### src/rtl/tinytpu_pkg.sv
// Shared types and size derivations for the tinytpu sequencer, top and serializer.
package tinytpu_pkg;

    typedef enum logic [2:0] {
        ST_IDLE    = 3'd0,
        ST_LOAD    = 3'd1,
        ST_COMPUTE = 3'd2,
        ST_CAPTURE = 3'd3,
        ST_TX      = 3'd4
    } seq_state_t;

    function automatic int load_bits(input int n, input int dw);
        return n * n * dw;
    endfunction

    function automatic int feed_cycles(input int n);
        return 3 * n - 2;
    endfunction

    function automatic int tx_bits(input int n, input int rw);
        return n * n * rw;
    endfunction

    // One counter serves every phase, so it must hold the longest limit.
    function automatic int cnt_width(input int n, input int dw, input int rw);
        int m;
        m = (load_bits(n, dw) > tx_bits(n, rw)) ? load_bits(n, dw) : tx_bits(n, rw);
        return $clog2(m + 1);
    endfunction

    function automatic int step_width(input int n);
        return (feed_cycles(n) > 1) ? $clog2(feed_cycles(n)) : 1;
    endfunction

endpackage

### src/rtl/tinytpu_phase_cnt.sv
// Loadable up-counter with clear, enable and a terminal-count compare against a phase limit.
module tinytpu_phase_cnt #(
    parameter int CW = 8
) (
    input  logic          i_clk,
    input  logic          i_rst_n,
    input  logic          i_clr,
    input  logic          i_load,
    input  logic [CW-1:0] i_load_val,
    input  logic          i_en,
    input  logic [CW-1:0] i_limit,
    output logic [CW-1:0] o_count,
    output logic          o_tc
);

    logic [CW-1:0] r_cnt;

    // Saturating guard: the counter parks at all-ones rather than wrapping.
    always_ff @(posedge i_clk or negedge i_rst_n) begin
        if (!i_rst_n) begin
            r_cnt <= '0;
        end else if (i_clr) begin
            r_cnt <= '0;
        end else if (i_load) begin
            r_cnt <= i_load_val;
        end else if (i_en && (r_cnt != '1)) begin
            r_cnt <= r_cnt + CW'(1);
        end
    end

    assign o_count = r_cnt;
    assign o_tc    = (r_cnt == i_limit);

endmodule

### src/rtl/tinytpu_seq_ctrl.sv
// Phase sequencer: serial operand load, skewed feed, result capture and serial result pacing.
module tinytpu_seq_ctrl
    import tinytpu_pkg::*;
#(
    parameter int N   = 3,
    parameter int D_W = 8,
    parameter int R_W = 16
) (
    input  logic                       i_clk,
    input  logic                       i_rst_n,
    input  logic                       i_init,
    input  logic                       i_load_en,
    output logic                       o_load_shift,
    output logic                       o_acc_clr,
    output logic                       o_feed_en,
    output logic [step_width(N)-1:0]   o_feed_step,
    output logic                       o_res_capture,
    output logic                       o_tx_shift,
    output logic                       o_tx_ready,
    output logic                       o_busy
);

    localparam int CW  = cnt_width(N, D_W, R_W);
    localparam int FSW = step_width(N);
    localparam logic [CW-1:0] LOAD_LIM = CW'(load_bits(N, D_W) - 1);
    localparam logic [CW-1:0] FEED_LIM = CW'(feed_cycles(N) - 1);
    localparam logic [CW-1:0] TX_LIM   = CW'(tx_bits(N, R_W) - 1);

    seq_state_t       r_state;
    logic             r_acc_clr;
    logic             r_feed_en;
    logic [FSW-1:0]   r_feed_step;
    logic             r_res_capture;
    logic             r_tx_active;
    logic             r_busy;

    logic             w_clr;
    logic             w_load;
    logic             w_en;
    logic [CW-1:0]    w_limit;
    logic [CW-1:0]    w_cnt;
    logic             w_tc;

    // Counter control: clear on every state change, preload 1 when the first bit lands.
    always_comb begin
        w_clr   = 1'b0;
        w_load  = 1'b0;
        w_en    = 1'b0;
        w_limit = '0;
        if (i_init) begin
            w_clr = 1'b1;
        end else begin
            case (r_state)
                ST_IDLE:    w_load = i_load_en;
                ST_LOAD: begin
                    w_limit = LOAD_LIM;
                    w_clr   = i_load_en & w_tc;
                    w_en    = i_load_en & ~w_tc;
                end
                ST_COMPUTE: begin
                    w_limit = FEED_LIM;
                    w_clr   = w_tc;
                    w_en    = ~w_tc;
                end
                ST_CAPTURE: w_clr = 1'b1;
                ST_TX: begin
                    w_limit = TX_LIM;
                    w_clr   = w_tc;
                    w_en    = ~w_tc;
                end
                default:    w_clr = 1'b1;
            endcase
        end
    end

    tinytpu_phase_cnt #(.CW(CW)) u_phase_cnt (
        .i_clk      (i_clk),
        .i_rst_n    (i_rst_n),
        .i_clr      (w_clr),
        .i_load     (w_load),
        .i_load_val (CW'(1)),
        .i_en       (w_en),
        .i_limit    (w_limit),
        .o_count    (w_cnt),
        .o_tc       (w_tc)
    );

    always_ff @(posedge i_clk or negedge i_rst_n) begin
        if (!i_rst_n) begin
            r_state       <= ST_IDLE;
            r_acc_clr     <= 1'b0;
            r_feed_en     <= 1'b0;
            r_feed_step   <= '0;
            r_res_capture <= 1'b0;
            r_tx_active   <= 1'b0;
            r_busy        <= 1'b0;
        end else begin
            r_acc_clr     <= 1'b0;
            r_res_capture <= 1'b0;
            if (i_init) begin
                r_state     <= ST_IDLE;
                r_acc_clr   <= 1'b1;
                r_feed_en   <= 1'b0;
                r_feed_step <= '0;
                r_tx_active <= 1'b0;
                r_busy      <= 1'b0;
            end else begin
                case (r_state)
                    ST_IDLE: begin
                        if (i_load_en) begin
                            r_state   <= ST_LOAD;
                            r_acc_clr <= 1'b1;
                            r_busy    <= 1'b1;
                        end
                    end
                    ST_LOAD: begin
                        if (i_load_en && w_tc) begin
                            r_state     <= ST_COMPUTE;
                            r_feed_en   <= 1'b1;
                            r_feed_step <= '0;
                        end
                    end
                    ST_COMPUTE: begin
                        if (w_tc) begin
                            r_state       <= ST_CAPTURE;
                            r_feed_en     <= 1'b0;
                            r_feed_step   <= '0;
                            r_res_capture <= 1'b1;
                        end else begin
                            r_feed_step <= FSW'(w_cnt + CW'(1));
                        end
                    end
                    ST_CAPTURE: begin
                        r_state     <= ST_TX;
                        r_tx_active <= 1'b1;
                    end
                    ST_TX: begin
                        if (w_tc) begin
                            r_state     <= ST_IDLE;
                            r_tx_active <= 1'b0;
                            r_busy      <= 1'b0;
                        end
                    end
                    default: begin
                        r_state     <= ST_IDLE;
                        r_feed_en   <= 1'b0;
                        r_feed_step <= '0;
                        r_tx_active <= 1'b0;
                        r_busy      <= 1'b0;
                    end
                endcase
            end
        end
    end

    assign o_load_shift  = i_load_en & ~i_init & ((r_state == ST_IDLE) | (r_state == ST_LOAD));
    assign o_acc_clr     = r_acc_clr;
    assign o_feed_en     = r_feed_en;
    assign o_feed_step   = r_feed_step;
    assign o_res_capture = r_res_capture;
    assign o_tx_shift    = r_tx_active;
    assign o_tx_ready    = r_tx_active;
    assign o_busy        = r_busy;

endmodule

### config.mk
export PLATFORM = sky130hd
export DESIGN_NAME = tinytpu_seq_ctrl
export DESIGN_NICKNAME = d
export VERILOG_FILES = /design/src/rtl/tinytpu_pkg.sv /design/src/rtl/tinytpu_phase_cnt.sv /design/src/rtl/tinytpu_seq_ctrl.sv
export SDC_FILE = /design/constraint.sdc
export NUM_CORES = 1
export LEC_CHECK = 0
export BUFFER_PORTS_ARGS = -buffer_cell sky130_fd_sc_hd__buf_2
export CAP_MARGIN = 25
export CORE_MARGIN = 2
export CORE_UTILIZATION = 43
export CTS_CLUSTER_SIZE = 14
export DETAILED_ROUTE_END_ITERATION = 16
export HOLD_SLACK_MARGIN = 0.06
export PLACE_DENSITY = 0.67
export SLEW_MARGIN = 20
export SYNTH_ARGS = -nofsm -noshare
export SYNTH_HDL_FRONTEND = slang
export SYNTH_SLANG_ARGS = --single-unit
### constraint.sdc
create_clock -name i_clk -period 2.3 [get_ports i_clk]
set_input_delay 0.69 -clock i_clk [delete_from_list [all_inputs] [get_ports i_clk]]
set_output_delay 0.69 -clock i_clk [all_outputs]
set_load 0.03 [all_outputs]
==> results of run 1 <==
## metal layers
layer	global-route usage	vias up	part of all wire
li1	-	580	-
met1	0.3048	563	0.49
met2	0.3242	32	0.46
met5	0	-	0
met4	0.07792	0	0.017
met3	0.01978	5	0.032
## repair_timing
action                                  4_1_cts  5_1_grt
gates resized for setup                       0        1
hold buffers                                  0        0
endpoints found under the setup margin        0        3
setup buffers                                 0        0
## registers in the layout, summed over array words and instances (netlist names)
register and cells:
o_feed_step 3, u_phase_cnt.o_count 8, o_tx_ready 1, r_state 3
o_res_capture 1, o_feed_en 1, o_acc_clr 1, o_busy 1
## cell type report
cell class                      count  area [sq um]  share of cell area
Multi-Input combinational cell    113         735.7              0.5056
Sequential cell                    19         475.5              0.3267
Timing Repair Buffer               27         170.2              0.1169
Tap cell                           31         38.79             0.02666
Clock buffer                        3         22.52             0.01548
Inverter                            2         7.507            0.005159
Clock inverter                      1         5.005            0.003439
## where the power goes
part | switching (mW) | internal [mW]
Clock | 0.112 | 0.0650
Sequential | 0.0204 | 0.353
Combinational | 0.172 | 0.111
Total | 0.304 | 0.529
## cells by family (layout without fill, tap and decap cells)
kind of cell,after synthesis,after routing,synth area share
AND/OR/NAND/NOR,67,67,0.2849
AO/OA/AOI/OAI,41,41,0.2507
flip-flops,19,19,0.3707
buffers and inverters,13,33,0.05560
XOR/XNOR,3,3,0.02049
adder cells (fa/ha/maj),2,2,0.01756
## metrics by stage
step / util / hold WS (ns) / total power, mW / TNS (ns)
2_1_floorplan: - / 0.3944 / 0.5644 / 0
3_3_place_gp: 0.5089 / 0.4634 / 0.6551 / -0.6635
3_5_place_dp: 0.5089 / 0.4821 / 0.6608 / -0.9898
4_1_cts: 0.5187 / 0.3222 / 0.8380 / 0
5_1_grt: 0.5187 / 0.3268 / 0.8839 / 0
6_report: 0.5187 / 0.3098 / 0.8334 / 0
## cells in the final DEF (no fill, tap or decap), types with 4 or more instances in the layout
cell type,instances
dfrtp_1,19
nand2_1,16
buf_4,14
buf_2,13
nor2_1,9
a21oi_1,7
and3_1,7
nor2b_1,5
o21ai_0,5
nand3_1,5
o211ai_1,5
and2_1,4
nand2b_1,4
## worst max path at each step
stage	startpoint	end	slack, ns
3_5_place_dp	i_init	u_phase_cnt.o_count[6]	-0.14
4_1_cts	r_state[2]	o_load_shift	0.13
5_1_grt	r_state[2]	o_load_shift	0.04
2_1_floorplan	i_init	o_load_shift	0.08
3_3_place_gp	i_init	u_phase_cnt.o_count[0]	-0.11
6_report	r_state[2]	u_phase_cnt.o_count[0]	0.14
==> metrics.md, run 1 <==
| Metric | Value |
|---|---|
| Minimum clock period | `between 2 and 2.5 ns` |
| First-pass GRT wire length | `5513 um` |
| Die X | `58.61 um` |
| GR Util All Layers | `0.2092` |
| R2R cell count | `6` |
| DP Wirelength | `2208 um` |
| Final instance area | `1455 sq um` |
| # setup viols final | `0` |
| Status | `completed` |
| Critical-path cell list | `or4b_4 > a211oi_2 > o2111ai_2 > buf_4 > o31a_1 > o21a_1` |
| Vias in the first global route | `1,146` |
| Post-synth EDFFs | `0` |
| Row count | `19` |
| Commonest cells in the netlist | `dfrtp_1, nand2_1, nor2_1, a21oi_1, and3_1` |
| # fillers | `281` |
| Via Count | `1,180` |
| Final nets | `171` |
| Clock Tree Root | `clkbuf_4` |
| Top cell type by total area after synthesis | `dfrtp_1` |
| Crit path largest cell delay | `~0.54 ns` |
| Global route total overflow | `0` |
| DRT iter0 DRCs | `39` |
| FF+latch count, synth | `19` |
| PortBufs | `13` |
| Power density over the cells | `572.7 nW/um^2` |
| Leak pwr | `0.6805 nW` |
| Final-report hold violation count | `0` |
| Antenna Cells | `0` |
| DR WL/cell | `15.32 um` |
| Final Non-Filler Cells | `~200` |
| Largest cells by area after synthesis | `dfrtp_1, nand2_1, and3_1` |
| Final GP Congestion | `around 0.76` |
| Synthesized area | `between 1000 and 1500 sq um` |
| Number of cells on the critical path | `6` |
| Peak VDD IR | `0.2499 mV` |
| R2r setup slk | `0.14 ns` |
| Clock Path Buffers | `2` |
| Yosys top cell area share | `0.3707` |
| Crit Path Class | `flop to flop` |
| Type of the most critical hold path | `input pin to asynchronous set/reset pin` |
| CTS buffer count | `3` |
| Most frequent cell after synthesis | `dfrtp_1` |
| Clk Latency, worst-skew pair | `0.31 ns` |
| Post-Syn Instances | `between 100 and 150` |
| CTS sink cnt | `19` |
| Synth Warn # | `0` |
| Dpl cell area | `~1400 sq um` |
| Die area | `3435 sq um` |
| Setup ws final | `0.1408 ns` |
| Worst Path Arrival | `2.37 ns` |
| Slew Viols, Final | `0` |
| Cell variety after synth | `46` |
| Final ANT Viol Nets | `0` |
| CP max-delay cell | `or4b_4` |
| Synth async-reset ratio | `1.000` |
| Fmax achieved | `0.4631 GHz` |
| Worst Path Buf+Inv | `1` |
| RSZ-0062 raised after global routing | `no` |
| Drc violations | `0` |
| Clock-pin transition on the worst setup and hold timing paths | `roughly 0.11 ns` |
| Setup Skew | `0.0007563 ns` |
| CTS tree | `yes` |
| Htree depth | `1` |
| Share of cells above drive strength 1 | `0.2303` |
| Max-slew headroom | `0.7007` |
| Reg2reg end | `u_phase_cnt.o_count[0]` |
| Reg2reg start | `r_state[2]` |
| Synth Flop Type | `dfrtp_1` |
| Max_cap viols | `0` |
| Top delay family on crit path | `compound AO/OA/AOI/OAI gates` |
| Startpoint Class | `flop` |
| Max FO, Critical Path | `8` |
| DRT Wirelength | `3003 um` |
| Slew @ Worst Pin | `0.4489 ns` |
| Die extent in y | `58.61 um` |
| Final period util | `0.9388` |
| Initial antenna violation count | `0` |
| Placed insts | `192` |
| Initial Util | `0.4572` |
| # IOs | `14` |
| Worst EP required | `2.51 ns` |
| TritonRoute pass-1 iters | `4` |
| CP endpoint kind | `flop` |
| Worst slack at placement | `-0.1407 ns` |
| Mapped Nets | `150` |
| Largest net degree at the start of global routing | `20` |
| Core area | `2805 sq um` |
| Via/cell ratio | `roughly 6` |
| Syn avg cell area | `8.845 sq um` |
| Synthesis-to-finish area growth | `13.46%` |
| Sequential-to-total area share from yosys stat | `0.3707` |
Power figures use the tool's default switching activity.
==> run 2, diff against run 1 <==
==> constraint.sdc (replaced) <==
create_clock -name i_clk -period 2.3 [get_ports i_clk]
set_input_delay 0.23 -clock i_clk [delete_from_list [all_inputs] [get_ports i_clk]]
set_output_delay 0.23 -clock i_clk [all_outputs]
set_load 0.03 [all_outputs]
==> run 2 against run 1 <==
Effect of this change:
- critical path depth is 1 higher
- via count is 1.3% higher
- cell count stayed put
- non-clock buffer count stayed put
- worst hold slack worse by 0.023 ns
- setup slack worse by 0.010 ns
- critical endpoint is now r_state[2]
- combinational power is 1% lower
- total power is 0.75% lower
- first-iteration DRC count is 67% higher
==> metrics.md, run 2 (synthesis results as in run 1) <==
| Metric | Value |
|---|---|
| Die area | `3435 sq um (unchanged)` |
| Power, Total | `0.8271 mW (was 0.8334 mW)` |
| Critical-path cell list | `buf_4 > maj3_1 > nor3_1 > o31a_1 > buf_4 > o211ai_1 > a21oi_1 (was or4b_4 > a211oi_2 > o2111ai_2 > buf_4 > o31a_1 > o21a_1)` |
| Slew @ Worst Pin | `0.4468 ns (was 0.4489 ns)` |
| Reg2reg start | `r_state[1] (was r_state[2])` |
| Max-slew headroom | `0.7021 (was 0.7007)` |
| Worst Path Buf+Inv | `2 (was 1)` |
| Worst slack at placement | `0.1596 ns (was -0.1407 ns)` |
| Initial Util | `0.4572 (unchanged)` |
| HP Start | `i_init` |
| Fmax achieved | `0.4609 GHz (was 0.4631 GHz)` |
| Die extent in y | `58.61 um (unchanged)` |
| Final Non-Filler Cells | `196 (unchanged)` |
| CP dominant cell by count | `buf_4` |
| # setup viols final | `0 (unchanged)` |
| Worst setup path startpoint | `r_state[1] (was r_state[2])` |
| Setup Skew | `0.004684 ns (was 0.0007563 ns)` |
| PortBufs | `13 (unchanged)` |
| Type of the most critical hold path | `input pin to flop (was input pin to asynchronous set/reset pin)` |
| Row count | `19 (unchanged)` |
| Cts repair resizes | `0 (unchanged)` |
| Commonest non-fill, non-tap cell in the layout | `dfrtp_1 (unchanged)` |
| TritonRoute pass-1 iters | `4 (unchanged)` |
| Global route total overflow | `0 (unchanged)` |
| Max FFs per register | `8 (unchanged)` |
| Htree depth | `1 (unchanged)` |
| Clk Latency, worst-skew pair | `0.30 ns (was 0.31 ns)` |
| Final GP Congestion | `0.8203 (was 0.7592)` |
| Max_cap viols | `0 (unchanged)` |
| Worst EP required | `2.53 ns (was 2.51 ns)` |
| CTS tree | `yes (unchanged)` |
| Minimum clock period | `2.170 ns (was 2.159 ns)` |
| Die X | `58.61 um (unchanged)` |
| CP max-delay cell | `dfrtp_1 (was or4b_4)` |
| DR WL/cell | `15.55 um (was 15.32 um)` |
| DRT iter0 DRCs | `65 (was 39)` |
| Hold_buf cts | `1 (was 0)` |
| Initial antenna violation count | `0 (unchanged)` |
| Hold Path End | `o_busy` |
| Via/cell ratio | `6.097 (was 6.020)` |
| R2r setup slk | `0.13 ns (was 0.14 ns)` |
| Layout Utilization | `0.5192 (was 0.5187)` |
| Clock Path Buffers | `2 (unchanged)` |
| Via Count | `1,195 (was 1,180)` |
| Most frequent cells in the layout | `dfrtp_1, nand2_1, buf_2, buf_4, nor2_1 (was dfrtp_1, nand2_1, buf_4)` |
| Largest net degree at the start of global routing | `20 (unchanged)` |
| Top delay family on crit path | `compound AO/OA/AOI/OAI gates (unchanged)` |
| Final-report hold violation count | `0 (unchanged)` |
| Crit Path Class | `flop to flop (unchanged)` |
| Dpl cell area | `1420 sq um (was 1428 sq um)` |
| # fillers | `262 (was 281)` |
| CTS buffer count | `3 (unchanged)` |
| # IOs | `14 (unchanged)` |
| Hold Worst Slack | `0.2872 ns (was 0.3098 ns)` |
| Final nets | `171 (unchanged)` |
| Final instance area | `1456 sq um (was 1455 sq um)` |
| TNS Setup | `0 ns (unchanged)` |
| Setup Fix Bufs, Post-CTS | `0 (unchanged)` |
| Drc violations | `0 (unchanged)` |
| Worst hold path depth | `3` |
| Power density over the cells | `567.9 nW/um^2 (was 572.7 nW/um^2)` |
| Worst Path Arrival | `2.40 ns (was 2.37 ns)` |
| CTS sink cnt | `19 (unchanged)` |
| Synthesis-to-finish area growth | `13.56% (was 13.46%)` |
| Status | `completed (unchanged)` |
| DP Wirelength | `2189 um (was 2208 um)` |
| Startpoint Class | `flop (unchanged)` |
| Leak pwr | `0.6769 nW (was 0.6805 nW)` |
| Max FO, Critical Path | `9 (was 8)` |
| Vias in the first global route | `1,123 (was 1,146)` |
| Share of cells above drive strength 1 | `0.2182 (was 0.2303)` |
| First-pass GRT wire length | `5168 um (was 5513 um)` |
| Final period util | `0.9433 (was 0.9388)` |
| DRT Wirelength | `3047 um (was 3003 um)` |
| Clock-pin transition on the worst setup and hold timing paths | `0.11 ns (about the same)` |
| Slew Viols, Final | `0 (unchanged)` |
| Antenna Cells | `0 (unchanged)` |
| Reg2reg end | `r_state[2] (was u_phase_cnt.o_count[0])` |
| CP endpoint kind | `flop (unchanged)` |
| Clock Tree Root | `clkbuf_4 (unchanged)` |
| Crit path largest cell delay | `0.43 ns (was 0.54 ns)` |
| RSZ-0062 raised after global routing | `no (unchanged)` |
| Placed insts | `191 (was 192)` |
| Setup ws final | `0.1304 ns (was 0.1408 ns)` |
| Core area | `2805 sq um (unchanged)` |
| R2R cell count | `7 (was 6)` |
| GR Util All Layers | `0.1950 (was 0.2092)` |
| Final ANT Viol Nets | `0 (unchanged)` |
| Peak VDD IR | `0.2650 mV (was 0.2499 mV)` |
run 2: final cells by class:
type / instances / area, sq um / area share
sequential: 19 / 475.5 / 0.3265
clock buffer: 4 / 26.28 / 0.01804
tap: 31 / 38.79 / 0.02663
multi-input combinational: 113 / 735.7 / 0.5052
inverter: 2 / 7.507 / 0.005155
timing repair buffer: 27 / 172.7 / 0.1186
run 2: layer usage:
| metal | up-vias | track usage | routed length (um) |
|---|---|---|---|
| met4 | 0 | 0.08766 | 60 |
| met3 | 8 | 0.02198 | 105 |
| met5 | - | 0 | 0 |
| li1 | 577 | - | - |
| met2 | 30 | 0.2986 | 1401 |
| met1 | 580 | 0.2783 | 1480 |
run 2: tightest hold or removal path, cell delays in order:
cell and delay [ns]:
buf_2 0.10, buf_4 0.18, a21oi_1 0.05
run 2: power by group:
part           total, mW  internal, mW  switching (mW)
Sequential         0.371         0.353          0.0188
Clock              0.176        0.0676           0.108
Combinational      0.280         0.108           0.172
Total              0.827         0.529           0.298
run 2: how the worst max path moves through the flow:
stage,to,slack [ns],depth (start not counted)
floorplan,u_phase_cnt.o_count[1],0.24,6
global placement,u_phase_cnt.o_count[6],0.19,5
detailed placement,o_feed_en,0.16,6
CTS,o_feed_en,0.13,6
global route,o_tx_ready,0.01,7
finish,r_state[2],0.13,7
==> run 3, diff against run 2 <==
Settings changed: CORE_MARGIN 2 to 5, PLACE_DENSITY 0.67 to 0.65.
==> run 3 against run 2 <==
Effect of this change:
- clock power grew 5%
- die area up 22%
- clock skew about the same
- clock-buffer cell count is 1 lower
- sequential cell count is the same
- register-to-register slack hardly changed
==> metrics.md, run 3 (synthesis results as in run 1) <==
| Metric | Value |
|---|---|
| Status | `completed (unchanged)` |
| Leak pwr | `0.6810 nW (was 0.6769 nW)` |
| Share of cells above drive strength 1 | `0.2289 (was 0.2182)` |
| GR Util All Layers | `0.1623 (was 0.1950)` |
| Crit Path Class | `flop to flop (unchanged)` |
| Startpoint Class | `flop (unchanged)` |
| Worst EP required | `2.56 ns (was 2.53 ns)` |
| Most frequent cells in the layout | `dfrtp_1, nand2_1, buf_4 (was dfrtp_1, nand2_1, buf_2, buf_4, nor2_1)` |
| Cell-internal power | `0.5307 mW (was 0.5288 mW)` |
| Max_cap viols | `0 (unchanged)` |
| Commonest non-fill, non-tap cell in the layout | `dfrtp_1 (unchanged)` |
| Clock Tree Root | `clkbuf_4 (unchanged)` |
| Power, Total | `0.8400 mW (was 0.8271 mW)` |
| # IOs | `14 (unchanged)` |
| Die X | `64.61 um (was 58.61 um)` |
| Power density over the cells | `572.3 nW/um^2 (was 567.9 nW/um^2)` |
| CTS tree | `yes (unchanged)` |
| CP endpoint kind | `flop (unchanged)` |
| TNS Setup | `0 ns (unchanged)` |
| Gr busiest metal | `met2 (unchanged)` |
| GR Util met2 | `0.2642 (was 0.2986)` |
| CTS sink cnt | `19 (unchanged)` |
| Clk Latency, worst-skew pair | `0.31 ns (was 0.30 ns)` |
| Final period util | `0.9438 (was 0.9433)` |
| Number of cells on the critical path | `6 (was 7)` |
| Met3 usage | `0.04145 (was 0.02198)` |
| Die extent in y | `64.61 um (was 58.61 um)` |
| Clock-pin transition on the worst setup and hold timing paths | `0.12 ns (was 0.11 ns)` |
| Setup Skew | `0.004972 ns (was 0.004684 ns)` |
| DRT iter0 DRCs | `77 (was 65)` |
| PortBufs | `13 (unchanged)` |
| Minimum clock period | `2.171 ns (was 2.170 ns)` |
| Synthesis-to-finish area growth | `14.44% (was 13.56%)` |
| Initial Util | `0.4572 (unchanged)` |
| Global route total overflow | `0 (unchanged)` |
| Max FO, Critical Path | `9 (unchanged)` |
| Drc violations | `0 (unchanged)` |
| Final-report hold violation count | `0 (unchanged)` |
| Core area | `2805 sq um (unchanged)` |
| Final GP Congestion | `0.8198 (was 0.8203)` |
| Clock Path Buffers | `2 (unchanged)` |
| Htree depth | `1 (unchanged)` |
| Type of the most critical hold path | `input pin to flop (unchanged)` |
| Placed insts | `192 (was 191)` |
| Die area | `4174 sq um (was 3435 sq um)` |
| DR WL/cell | `15.74 um (was 15.55 um)` |
| Worst Path Arrival | `2.43 ns (was 2.40 ns)` |
| Crit path largest cell delay | `0.55 ns (was 0.43 ns)` |
| # setup viols final | `0 (unchanged)` |
| R2R cell count | `6 (was 7)` |
| DRT Wirelength | `3101 um (was 3047 um)` |
| Setup ws final | `0.1292 ns (was 0.1304 ns)` |
| Via Count | `1,155 (was 1,195)` |
| Clock group share of total power | `0.221 (was 0.212)` |
| Final ANT Viol Nets | `0 (unchanged)` |
| Top delay family on crit path | `simple AND/OR/NAND/NOR gates (was compound AO/OA/AOI/OAI gates)` |
| TritonRoute pass-1 iters | `4 (unchanged)` |
| Seq pwr share | `0.440 (was 0.449)` |
| Setup Fix Bufs, Post-CTS | `0 (unchanged)` |
| Comb power frac | `0.339 (about the same)` |
| Slew @ Worst Pin | `0.4507 ns (was 0.4468 ns)` |
| Vias in the first global route | `1,149 (was 1,123)` |
| Worst Path Buf+Inv | `1 (was 2)` |
| Max-slew headroom | `0.6995 (was 0.7021)` |
| Antenna Cells | `0 (unchanged)` |
| Via/cell ratio | `5.863 (was 6.097)` |
| Peak VDD IR | `0.4504 mV (was 0.2650 mV)` |
| Row count | `19 (unchanged)` |
| Worst hold path depth | `3 (unchanged)` |
| Initial antenna violation count | `0 (unchanged)` |
| Final Non-Filler Cells | `197 (was 196)` |
| Final instance area | `1468 sq um (was 1456 sq um)` |
| Met1 Usage GRT | `0.2166 (was 0.2783)` |
| DP Wirelength | `2272 um (was 2189 um)` |
| CP max-delay cell | `or4b_4 (was dfrtp_1)` |
| CTS buffer count | `3 (unchanged)` |
| Fmax achieved | `0.4607 GHz (was 0.4609 GHz)` |
| Max FFs per register | `8 (unchanged)` |
| Critical-path cell list | `or4b_4 > a211oi_2 > o2111ai_2 > buf_4 > or3_1 > nand3_1 (was buf_4 > maj3_1 > nor3_1 > o31a_1 > buf_4 > o211ai_1 > a21oi_1)` |
| Switching Share | `0.3682 (was 0.3607)` |
| Worst slack at placement | `0.1381 ns (was 0.1596 ns)` |
| Cts repair resizes | `0 (unchanged)` |
| Final nets | `172 (was 171)` |
| Slew Viols, Final | `0 (unchanged)` |
| RSZ-0062 raised after global routing | `no (unchanged)` |
| Largest net degree at the start of global routing | `20 (unchanged)` |
| Switch Pwr | `0.3093 mW (was 0.2983 mW)` |
| Dpl cell area | `1428 sq um (was 1420 sq um)` |
| First-pass GRT wire length | `5361 um (was 5168 um)` |
-- run 3: worst min-delay path, cell delays in order --
cell and delay, ns:
buf_2 0.09, buf_4 0.18, a21oi_1 0.05
-- run 3: repair_timing --
item | 4_1_cts | 5_1_grt
setup endpoints to repair | 0 | 0
hold buffers | 1 | 0
endpoints found under the hold margin | 19 | 0
-- run 3: worst paths after layout --
| check | startpoint | to | slack (ns) |
|---|---|---|---|
| max | r_state[2] | o_feed_en | 0.13 |
| max reg2reg | r_state[2] | o_feed_en | 0.13 |
| min | i_init | o_busy | 0.28 |
| min in group asynchronous | i_rst_n | u_phase_cnt.o_count[4] | 0.38 |
| max in group asynchronous | i_rst_n | o_tx_ready | 1.61 |
| min reg2reg | o_feed_step[0] | o_feed_step[0] | 0.50 |
-- run 3: per-layer routing --
layer / part of all wire / wire [um]
met1: 0.49 / 1528
met2: 0.47 / 1456
met3: 0.028 / 88
met4: 0.0087 / 27
met5: 0 / 0
-- run 3: area by class of cell --
class	count	area [sq um]
clock inverters	1	7.507
well taps	31	38.79
flip-flops and latches	19	475.5
multi-input cells	113	735.7
inverters	2	7.507
repair buffers	28	180.2
clock buffers	3	22.52
fillers	278	1338
-- run 3: power by group through the flow --
stage,Clock [mW],Combinational [mW],Sequential (mW)
floorplan,0,0.170,0.394
global placement,0,0.276,0.376
detailed placement,0,0.282,0.375
CTS,0.191,0.285,0.369
global route,0.207,0.310,0.373
finish,0.185,0.285,0.370
-- run 3: stage by stage --
stage            util  hold WS (ns)
2_1_floorplan       -      -0.06559
3_3_place_gp   0.5089        0.2037
3_5_place_dp   0.5089        0.2058
4_1_cts        0.5232        0.2631
6_report       0.5232        0.2757
5_1_grt        0.5232        0.2723
